[src/rtl/bram_arb_pkg.sv]
// Shared definitions for the BRAM round-robin arbiter slice.
//   NREQ            number of requester ports sharing the BRAM
//   lock_state_e    lock tracker states (IDLE / LOCKED)
//   lock_cnt_width  width of a counter able to hold 0..max_lock
package bram_arb_pkg;

   localparam int NREQ = 2;

   typedef enum logic [0:0] {
      IDLE   = 1'b0,
      LOCKED = 1'b1
   } lock_state_e;

   function automatic int lock_cnt_width(input int max_lock);
      return $clog2(max_lock + 1);
   endfunction

endpackage

[src/rtl/bram_rsp_slot.sv]
// Per-port read response slot.
// Presents BRAM read data to one requester with valid/ready backpressure.
// The BRAM output is only trusted in the cycle right after the read, so
// on the first stalled cycle the word is copied into a hold register and
// served from there until the requester takes it.
// Ports:
//   clk, rst      clock, synchronous active-high reset
//   issue_rd      a read for this port is being issued to the BRAM this cycle
//   bram_rddata   BRAM read data (valid the cycle after issue_rd)
//   rsp_ready     requester consumes the response
//   rsp_valid     response valid
//   rsp_rddata    response data
module bram_rsp_slot
   import bram_arb_pkg::*;
#(
   parameter int DATA_WIDTH = 32
) (
   input  logic                  clk,
   input  logic                  rst,
   input  logic                  issue_rd,
   input  logic [DATA_WIDTH-1:0] bram_rddata,
   input  logic                  rsp_ready,
   output logic                  rsp_valid,
   output logic [DATA_WIDTH-1:0] rsp_rddata
);

   logic                  valid_r;
   logic                  held_r;
   logic [DATA_WIDTH-1:0] hold_r;

   // Response valid flag plus capture of the word on the first stall cycle
   always_ff @(posedge clk) begin
      if (rst) begin
         valid_r <= 1'b0;
         held_r  <= 1'b0;
         hold_r  <= {DATA_WIDTH{1'b0}};
      end else if (issue_rd) begin
         // a new read replaces (or follows a consumed) response
         valid_r <= 1'b1;
         held_r  <= 1'b0;
      end else if (valid_r && rsp_ready) begin
         valid_r <= 1'b0;
         held_r  <= 1'b0;
      end else if (valid_r && !held_r) begin
         // first stalled cycle: BRAM output still holds our word
         held_r  <= 1'b1;
         hold_r  <= bram_rddata;
      end else begin
         valid_r <= valid_r;
         held_r  <= held_r;
      end
   end

   assign rsp_valid  = valid_r;
   assign rsp_rddata = held_r ? hold_r : bram_rddata;

endmodule

[src/rtl/bram_rr_arbiter.sv]
// Shares one single-port BRAM (1-cycle read latency) between two requesters.
// Round-robin per access; a requester may lock the grant for up to MAX_LOCK
// consecutive accesses. Reads return through a per-port response slot.
// Ports:
//   clk, rst                      clock, synchronous active-high reset
//   req_valid/req_ready           request handshake per port (ready is combinational)
//   req_lock                      keep the grant after this beat
//   req_we/req_addr/req_wrdata    byte strobes (all zero = read), address, write data
//   rsp_valid/rsp_ready/rsp_rddata read response per port
//   bram_*                        shared BRAM macro interface
module bram_rr_arbiter
   import bram_arb_pkg::*;
#(
   parameter int DATA_WIDTH      = 32,
   parameter int BRAM_ADDR_WIDTH = 16,
   parameter int MAX_LOCK        = 16
) (
   input  logic                                 clk,
   input  logic                                 rst,
   input  logic [NREQ-1:0]                      req_valid,
   output logic [NREQ-1:0]                      req_ready,
   input  logic [NREQ-1:0]                      req_lock,
   input  logic [NREQ-1:0][DATA_WIDTH/8-1:0]    req_we,
   input  logic [NREQ-1:0][BRAM_ADDR_WIDTH-1:0] req_addr,
   input  logic [NREQ-1:0][DATA_WIDTH-1:0]      req_wrdata,
   output logic [NREQ-1:0]                      rsp_valid,
   input  logic [NREQ-1:0]                      rsp_ready,
   output logic [NREQ-1:0][DATA_WIDTH-1:0]      rsp_rddata,
   output logic                                 bram_clk,
   output logic                                 bram_rst,
   output logic                                 bram_en,
   output logic [DATA_WIDTH/8-1:0]              bram_we,
   output logic [BRAM_ADDR_WIDTH-1:0]           bram_addr,
   output logic [DATA_WIDTH-1:0]                bram_wrdata,
   input  logic [DATA_WIDTH-1:0]                bram_rddata
);

   localparam int SW = DATA_WIDTH / 8;
   localparam int CW = lock_cnt_width(MAX_LOCK);
   localparam logic [CW-1:0] CNT_ONE = CW'(1);
   localparam logic [CW-1:0] CNT_MAX = CW'(MAX_LOCK);

   lock_state_e     state_r, state_s;
   logic            owner_r, owner_s;
   logic [CW-1:0]   cnt_r, cnt_s;
   logic            prio_r, prio_s;
   logic [NREQ-1:0] elig_s;
   logic            gnt_vld_s;
   logic            gnt_idx_s;
   logic            cont_s;
   logic [CW-1:0]   run_s;
   logic [NREQ-1:0] issue_rd_s;

   assign bram_clk = clk;
   assign bram_rst = rst;

   // A port may only be granted if its response slot can take a new beat
   assign elig_s = req_valid & (~rsp_valid | rsp_ready);

   // Grant selection: eligible lock owner first, then round-robin from prio
   always_comb begin
      gnt_vld_s = 1'b0;
      gnt_idx_s = 1'b0;
      if (rst) begin
         gnt_vld_s = 1'b0;
      end else if ((state_r == LOCKED) && elig_s[owner_r]) begin
         gnt_vld_s = 1'b1;
         gnt_idx_s = owner_r;
      end else if (elig_s[prio_r]) begin
         gnt_vld_s = 1'b1;
         gnt_idx_s = prio_r;
      end else if (elig_s[~prio_r]) begin
         gnt_vld_s = 1'b1;
         gnt_idx_s = ~prio_r;
      end else begin
         gnt_vld_s = 1'b0;
      end
   end

   // Lock tracker next state, run length and next priority
   always_comb begin
      state_s = state_r;
      owner_s = owner_r;
      cnt_s   = cnt_r;
      prio_s  = prio_r;
      cont_s  = 1'b0;
      case (state_r)
         LOCKED:  cont_s = (owner_r == gnt_idx_s);
         IDLE:    cont_s = 1'b0;
         default: cont_s = 1'b0;
      endcase
      // a continuing owner extends its run; anyone else starts at one
      run_s = cont_s ? (cnt_r + CNT_ONE) : CNT_ONE;
      if (gnt_vld_s) begin
         prio_s = ~gnt_idx_s;
         if (req_lock[gnt_idx_s] && (run_s != CNT_MAX)) begin
            state_s = LOCKED;
            owner_s = gnt_idx_s;
            cnt_s   = run_s;
         end else begin
            // lock dropped or run exhausted; prio already points at the other port
            state_s = IDLE;
            cnt_s   = {CW{1'b0}};
         end
      end else begin
         // no grant means any owner was not eligible: release
         state_s = IDLE;
         cnt_s   = {CW{1'b0}};
      end
   end

   // Arbiter state registers
   always_ff @(posedge clk) begin
      if (rst) begin
         state_r <= IDLE;
         owner_r <= 1'b0;
         cnt_r   <= {CW{1'b0}};
         prio_r  <= 1'b0;
      end else begin
         state_r <= state_s;
         owner_r <= owner_s;
         cnt_r   <= cnt_s;
         prio_r  <= prio_s;
      end
   end

   // Route the granted request to the BRAM and flag reads for the slot
   always_comb begin
      req_ready   = {NREQ{1'b0}};
      issue_rd_s  = {NREQ{1'b0}};
      bram_en     = 1'b0;
      bram_we     = {SW{1'b0}};
      bram_addr   = {BRAM_ADDR_WIDTH{1'b0}};
      bram_wrdata = {DATA_WIDTH{1'b0}};
      if (gnt_vld_s) begin
         req_ready[gnt_idx_s]  = 1'b1;
         bram_en               = 1'b1;
         bram_we               = req_we[gnt_idx_s];
         bram_addr             = req_addr[gnt_idx_s];
         bram_wrdata           = req_wrdata[gnt_idx_s];
         issue_rd_s[gnt_idx_s] = (req_we[gnt_idx_s] == {SW{1'b0}});
      end else begin
         bram_en = 1'b0;
      end
   end

   for (genvar i = 0; i < NREQ; i++) begin : g_slot
      bram_rsp_slot #(
         .DATA_WIDTH (DATA_WIDTH)
      ) u_slot (
         .clk         (clk),
         .rst         (rst),
         .issue_rd    (issue_rd_s[i]),
         .bram_rddata (bram_rddata),
         .rsp_ready   (rsp_ready[i]),
         .rsp_valid   (rsp_valid[i]),
         .rsp_rddata  (rsp_rddata[i])
      );
   end

endmodule

[config.mk]
export PLATFORM = sky130hd
export DESIGN_NAME = bram_rr_arbiter
export DESIGN_NICKNAME = d
export VERILOG_FILES = /design/src/rtl/bram_arb_pkg.sv /design/src/rtl/bram_rsp_slot.sv /design/src/rtl/bram_rr_arbiter.sv
export SDC_FILE = /design/constraint.sdc
export NUM_CORES = 1
export LEC_CHECK = 0
export ABC_AREA = 1
export CAP_MARGIN = 20
export CORE_MARGIN = 2
export CORE_UTILIZATION = 25
export CTS_CLUSTER_DIAMETER = 120
export DETAILED_ROUTE_END_ITERATION = 16
export PLACE_DENSITY = 0.65
export SYNTH_ARGS = -nofsm -noshare
export SYNTH_HDL_FRONTEND = slang
export SYNTH_HIERARCHICAL = 1
export SYNTH_SLANG_ARGS = --single-unit
[constraint.sdc]
create_clock -name clk -period 4.4 [get_ports clk]
set_input_delay 0.88 -clock clk [delete_from_list [all_inputs] [get_ports clk]]
set_output_delay 0.88 -clock clk [all_outputs]
set_load 0.02 [all_outputs]
# Word level (Yosys, flattened, before mapping)
# Index checks and enable logic that the tools add are counted.
[classes] add_sub_neg=1 n_lt_le_gt_ge=5 n_eq_ne=2 n_mux=39 n_bitwise=13 reduce_logical=19
[op_table] cell="two-way mux 32 bit" count=5
[op_table] cell="two-way mux 16 bit" count=3
[op_table] cell="two-way mux 1 bit" count=23
[op_table] cell="two-way mux 4 bit" count=3
[op_table] cell="NOT 1 bit" count=9
[op_table] cell="OR reduction 3 bit" count=3
[op_table] cell="less-than comparator 1 x 2 -> 1 bit (second input constant)" count=4
[op_table] cell="logical AND 1 bit" count=7
[op_table] cell="AND reduction 3 bit" count=2
[op_table] cell="adder 5 x 1 -> 5 bit (second input constant)" count=1
[op_table] cell="two-way mux 5 bit" count=1
[op_table] cell="!= test 5 bit (second input constant)" count=1
[op_table] cell="bitwise AND 2 bit" count=2
[op_table] cell="zero test 4 bit" count=1
[op_table] cell="two-way mux 2 bit" count=2
[op_table] cell="nonzero test 2 bit" count=2
[op_table] cell="zero test 1 bit" count=2
[op_table] cell="NOT 2 bit" count=1
[op_table] cell="OR 2 bit" count=1
[op_table] cell="one-hot mux 1 bit (2 select lines)" count=1
[op_table] cell="AND reduction 2 bit" count=1
[op_table] cell="OR reduction 2 bit" count=1
[op_table] cell="demux 1 bit (select 1 bit)" count=1
[op_table] cell="== test 1 bit" count=1
[op_table] cell="greater-or-equal comparator 1 bit (second input constant)" count=1
[totals] reg_bits=76 inputBits=144 out_inout_bits=123 wordCells=89

# Logic depth before layout (Yosys ltp)
# Gate-level depths: netlist of run 1.
[logic_depth] ltp_word=17 depth_mapped=14 ltp_nobuf=14

# Cells and area by module
# The synthesis of run 1 kept the hierarchy.
[modules_own_cells] mod="bram_rsp_slot" instances=2 cells_each=292 area_per_inst_um2=1880.6 seq_area_each_um2=680.7
[modules_own_cells] mod="bram_rr_arbiter" instances=1 cells_each=142 area_per_inst_um2=1039.7 seq_area_each_um2=160.2

==> flow_summary.json, run 1 <==
{
  "hold_viol": 0,
  "grt_start_max_net_pins": 66,
  "switching_share_pct": 27.3,
  "via_per_inst": 4.75,
  "ant_nets": 0,
  "ys_seq_area_share_pct": 31.7,
  "initial_utilization_pct": 25.6,
  "netlist.area_leader.share_pct": 31.7,
  "syn_inst": 726,
  "hold_class": "reg2reg",
  "port_buffers": 266,
  "intPower_mw": 1.70,
  "die_w_um": 143,
  "core_mm2": 0.0188,
  "wl_mm": 19.7,
  "r2r-start": "g_slot[0].u_slot/rsp_valid$_SDFFE_PP0P_",
  "worstSkewPairLatency_ps": 450,
  "clk_pin_slew_ps": 60,
  "cts_tree": "done",
  "grt_antenna_before_repair": 3,
  "timing.setup.tns_ps": 0,
  "start_kind": "input port",
  "met1_usage_pct": 19.0,
  "maxCapViolations": 0,
  "path_max_fanout": 54,
  "drtIter0Drc": 218,
  "worstHoldStart": "g_slot[0].u_slot/hold_r[11]$_SDFFE_PP0P_",
  "drc": 0,
  "ys_warn_count": 6,
  "drive_gt1_share_pct": 6.14,
  "yosys-top-cells-area": "dfxtp_1 32%, nand2_1 12%, a22o_1 8.8%",
  "period_share_pct": 93.2,
  "rsz0062_at_grt": "false",
  "finalSetupViolCount": 0,
  "p_switching_uw": 641,
  "hold_buffers": 0,
  "io_pins": 267,
  "max_freq_mhz": 244,
  "grtUsageMet3_pct": 6.80,
  "holdWs_ps": 480,
  "peakVddDrop_v": 0.000299,
  "power.total_mw": 2.34,
  "num_rows": 50,
  "synth_seq_cells": 76,
  "min_period_ps": 4100,
  "overflow": 0,
  "grt_pass1_wl_mm": 29.1,
  "pwr-share-seq_pct": 29.9,
  "synth_area_leader_cell": "dfxtp_1",
  "drt_pass1_iterations": 4,
  "maxSlewHeadroom_pct": 42.3,
  "crit_type": "in2out",
  "place_congestion": 0.878,
  "synth_fp_nets": 871,
  "fin_worst_skew_ps": 9.35,
  "worstPathArrival_ps": 3220,
  "finalNonFillerCells": 1198,
  "combPwrFrac_pct": 26.1,
  "avgSynthCellArea_um2": 6.61,
  "setup.worst_path.end_class": "output pin",
  "vias": 5692,
  "place_inst": 1176,
  "syn-cell-area_mm2": 0.00480,
  "grt.busiest_layer": "met2",
  "reg2regPathDepth": 12,
  "powerDensity_mw_per_mm2": 297,
  "use_met2_pct": 35.3,
  "grt_use_total_pct": 18.9,
  "cts_resized": 0,
  "hpwlAfterDp_mm": 14.7,
  "post_cts_buffers": 0,
  "layout.nets": 1101,
  "dieArea_mm2": 0.0203,
  "drt-wirelength-per-cell_um": 16.4,
  "grt_pass1_vias": 5152,
  "run_status": "finished, final reports clean",
  "whs_path_depth": 2,
  "worstReg2RegEnd": "g_slot[0].u_slot/hold_r[29]$_SDFFE_PP0P_",
  "die_y_um": 143,
  "area_growth_syn_to_layout_pct": 64.6,
  "p_clk_share_pct": 44.0,
  "reg2reg_slack_ps": 1590,
  "crit_required_ps": 3520,
  "drv_slew": 0,
  "cellLeakagePower_nw": 3.26,
  "holdPathEnd": "g_slot[0].u_slot/hold_r[11]$_SDFFE_PP0P_",
  "worst_pin_slew_ps": 866,
  "synth.distinct_cells": 29
}
-- flip-flops by register name, summed over array words and instances, names as in the netlist --
name,flops
g_slot.u_slot/hold_r,64
cnt_r,5
g_slot.u_slot/held_r,2
g_slot.u_slot/rsp_valid,2
owner_r,1
prio_r,1
state_r,1
-- through the flow --
step | area, µm² | worst slack [ps] | utilization [%]
2_1_floorplan | 4800 | 1190 | -
3_3_place_gp | 7470 | 312 | 39.8
3_5_place_dp | 7470 | 261 | 39.8
4_1_cts | 7900 | 256 | 42.1
5_1_grt | 7900 | 107 | 42.1
6_report | 7900 | 298 | 42.1
-- critical path, cell delays in order --
cell and delay [ps]:
clkdlybuf4s50_1 520, inv_1 70, a21oi_2 240, nand2_1 140, nand2_4 160, clkinv_4 310
a22o_1 350, clkdlybuf4s50_1 540
-- power by group through the flow --
stage               Clock, mW  Combinational, mW  Sequential (mW)
finish                   1.03              0.612            0.701
global route             1.08              0.653            0.702
CTS                      1.06              0.619            0.701
detailed placement     0.0305              0.617            0.717
global placement       0.0305              0.615            0.717
floorplan              0.0266              0.267            0.715
-- final cells by class --
type | instances | area, µm²
Fill cell | 1945 | 10900
Timing Repair Buffer | 273 | 2790
Multi-Input combinational cell | 508 | 2540
Sequential cell | 76 | 1520
Inverter | 84 | 320
Clock buffer | 13 | 310
Tap cell | 234 | 293
Clock inverter | 7 | 123
Antenna cell | 3 | 7.51
-- synth_stat cells, drive strengths merged --
cell	count
o21ai	66
ha	1
dfxtp	76
a22o	48
inv	83
clkinv	1
mux2i	2
buf	52
xnor2	1
nand3	64
nand2	156
nor2	94
a21oi	68
clkbuf	6
or2	2
o21a	2
nand4	3
and2	1
-- placed cells by master (no fill, tap or decap), drive strengths merged --
cell	synthesis	final
or2	2	2
o21ai	66	66
bufinv	0	3
nand3	64	64
mux2i	2	2
buf	52	22
diode	0	3
nand2	156	156
nor2	94	94
a21oi	68	68
clkinv	1	2
xnor2	1	1
a22o	48	48
nand4	3	3
clkdlybuf4s50	0	252
clkinvlp	0	2
o21a	2	2
clkbuf	6	12
ha	1	1
and2	1	1
inv	83	84
dfxtp	76	76
-- cell families (layout without fill, tap and decap cells) --
| family | Yosys count | in the layout | share of synthesized area (%) |
|---|---|---|---|
| muxes | 2 | 2 | 0.417 |
| buffers and inverters | 142 | 377 | 15.7 |
| xor gates and xnor gates | 1 | 1 | 0.182 |
| AOI/OAI and AO/OA | 184 | 184 | 23.7 |
| and+or+nand+nor | 320 | 320 | 28.1 |
| DFF | 76 | 76 | 31.7 |
| other | 0 | 3 | 0 |
| adders and majority gates | 1 | 1 | 0.261 |
-- worst max path at each step --
stage / startpoint / end / slack [ps]
CTS: rsp_ready[0] / bram_wrdata[19] / 260
global route: rsp_ready[0] / bram_we[1] / 110
detailed placement: rsp_ready[0] / bram_wrdata[19] / 260
global placement: rsp_ready[0] / bram_we[1] / 310
floorplan: clk / bram_clk / 1190
finish: rsp_ready[0] / bram_wrdata[19] / 300
-- layer usage --
metal  share of wire (%)  vias up
met5                   0        -
met4                 2.8        0
met3                 8.9       27
met2                  51      243
met1                  37     2599
li1                    -     2823
No activity file was read; power rests on OpenSTA's default activity.
==> run 2: changes to the inputs <==
- REMOVE_ABC_BUFFERS: unset -> 1
- SLEW_MARGIN: unset -> 20
==> run 2 against run 1 <==
Compared with the run above: maximum frequency is 0.25% lower; flip-flop and latch count stayed put; clock skew is 5.3 ps lower; utilization is 0.35 points lower; final cell count is 0.25% lower; critical endpoint is now bram_we[1]; non-clock buffer count stayed put.
==> flow_summary.json, run 2 (synthesized netlist as in run 1, its figures left out) <==
{
  "cpMostUsedCell": "clkdlybuf4s50_1",
  "largest_register": "g_slot.u_slot/hold_r",
  "area_growth_syn_to_layout_pct": 63.3,
  "grt_start_max_net_pins": 65,
  "cts_resized": 0,
  "slowest_delay_ps": 550,
  "crit_required_ps": 3520,
  "grt_antenna_before_repair": 0,
  "cellLeakagePower_nw": 3.22,
  "worst_pin_slew_ps": 924,
  "worstReg2RegEnd": "g_slot[1].u_slot/hold_r[31]$_SDFFE_PP0P_",
  "power.total_mw": 2.31,
  "drtIter0Drc": 220,
  "powerDensity_mw_per_mm2": 295,
  "hold_viol": 0,
  "critPathLaunch": "rsp_ready[0]",
  "setup.worst_path.end_class": "output pin",
  "worstHoldStart": "prio_r$_SDFFE_PP0P_",
  "worstPathArrival_ps": 3230,
  "io_pins": 267,
  "layout.nets": 1101,
  "period_share_pct": 93.5,
  "top_regs": "g_slot.u_slot/hold_r x64, cnt_r x5",
  "reg2reg_slack_ps": 1570,
  "path_cells": "clkdlybuf4s50_1, inv_1, a21oi_2, nand2_1, nand2_4, clkinv_4, o21ai_1, nor2_1, clkdlybuf4s50_1",
  "maxSlewHeadroom_pct": 38.3,
  "grt_pass1_vias": 5005,
  "vias": 5493,
  "maxCapViolations": 0,
  "diodes": 0,
  "wl_mm": 17.3,
  "max_freq_mhz": 243,
  "die_w_um": 143,
  "drt-wirelength-per-cell_um": 14.5,
  "drt_pass1_iterations": 4,
  "reg2regPathDepth": 10,
  "grt_use_total_pct": 16.7,
  "num_rows": 50,
  "die_y_um": 143,
  "post_cts_buffers": 0,
  "port_buffers": 266,
  "final_common_cell": "clkdlybuf4s50_1",
  "r2r-start": "g_slot[0].u_slot/rsp_valid$_SDFFE_PP0P_",
  "cts_tree": "done",
  "core_mm2": 0.0188,
  "largest_reg_flops": 64,
  "critical_path_depth": 9,
  "slowest_stage": "clkdlybuf4s50_1",
  "finalSetupViolCount": 0,
  "critical-path-top-delay-family": "buffers and inverters",
  "start_kind": "input port",
  "worstSkewPairLatency_ps": 450,
  "worst-path-buf-inv": 4,
  "grt_pass1_wl_mm": 27.0,
  "drv_slew": 0,
  "crit_type": "in2out",
  "hold_class": "reg2reg",
  "via_per_inst": 4.60,
  "mostFrequentLayoutCells": "266 x clkdlybuf4s50_1, 152 x nand2_1, 90 x nor2_1",
  "run_status": "finished, final reports clean",
  "worstSetupEndpoint": "bram_we[1]",
  "path_max_fanout": 54,
  "initial_utilization_pct": 25.6,
  "hold_buffers": 0,
  "overflow": 0,
  "place_congestion": 0.894,
  "drive_gt1_share_pct": 4.58,
  "ant_nets": 0,
  "timing.setup.tns_ps": 0,
  "rsz0062_at_grt": "false",
  "dieArea_mm2": 0.0203,
  "peakVddDrop_v": 0.000497,
  "min_period_ps": 4110,
  "hpwlAfterDp_mm": 12.8,
  "nFillCells": 1974,
  "fin_worst_skew_ps": 4.07,
  "drc": 0,
  "fin_util_pct": 41.8,
  "clk_pin_slew_ps": 60
}
[run 2: cell count changes in the layout (fill, tap and decap cells not counted), sizes merged]
cell,before,now
buf,22,8
clkdlybuf4s50,252,266
diode,3,0
clkbuf,12,15
clkinvlp,2,0
inv,84,83
[run 2: worst min path at each step]
stage                                         endpoint  cells after the start
3_5_place_dp                       prio_r$_SDFFE_PP0P_                      2
2_1_floorplan                      prio_r$_SDFFE_PP0P_                      2
6_report                           prio_r$_SDFFE_PP0P_                      2
4_1_cts                            prio_r$_SDFFE_PP0P_                      2
5_1_grt        g_slot[0].u_slot/hold_r[2]$_SDFFE_PP0P_                      2
3_3_place_gp                       prio_r$_SDFFE_PP0P_                      2
[run 2: area by class of cell]
| type | count | area [µm²] | area share, % |
|---|---|---|---|
| multi-input combinational | 508 | 2540 | 32.4 |
| timing repair buffer | 273 | 2730 | 34.8 |
| tap | 234 | 293 | 3.74 |
| clock inverter | 4 | 95.1 | 1.21 |
| inverter | 84 | 320 | 4.09 |
| clock buffer | 16 | 342 | 4.36 |
| sequential | 76 | 1530 | 19.5 |
[run 2: layer usage]
metal,share of wire (%),global-route usage (%)
met1,46,21.8
met4,0.82,2.71
met2,46,27.0
met3,7.5,6.09
met5,0,0
[run 2: metrics by stage]
stage          setup slack, ps  std cells  area, µm²  hold slack, ps
3_3_place_gp               354       1176       7410             456
3_5_place_dp               311       1176       7410             457
5_1_grt                    167       1195       7840             504
6_report                   288       1195       7840             464
4_1_cts                    306       1195       7840             466
2_1_floorplan             1260        668       4370             438
[run 2: power by group]
group | total (mW) | internal [mW] | switching [mW]
Clock | 1.02 | 0.715 | 0.310
Sequential | 0.702 | 0.696 | 0.00598
Combinational | 0.584 | 0.308 | 0.276
[run 2: worst reg2reg max path, stage by stage (launching register included)]
cell      delay [ps]
dfxtp_1          360
a21oi_2          230
nand2_1          120
nand2_4          150
clkinv_4         330
o21ai_1          350
nand4_1          170
nor2_1           410
nor2_8           230
a21oi_1          320
nor2_1            60
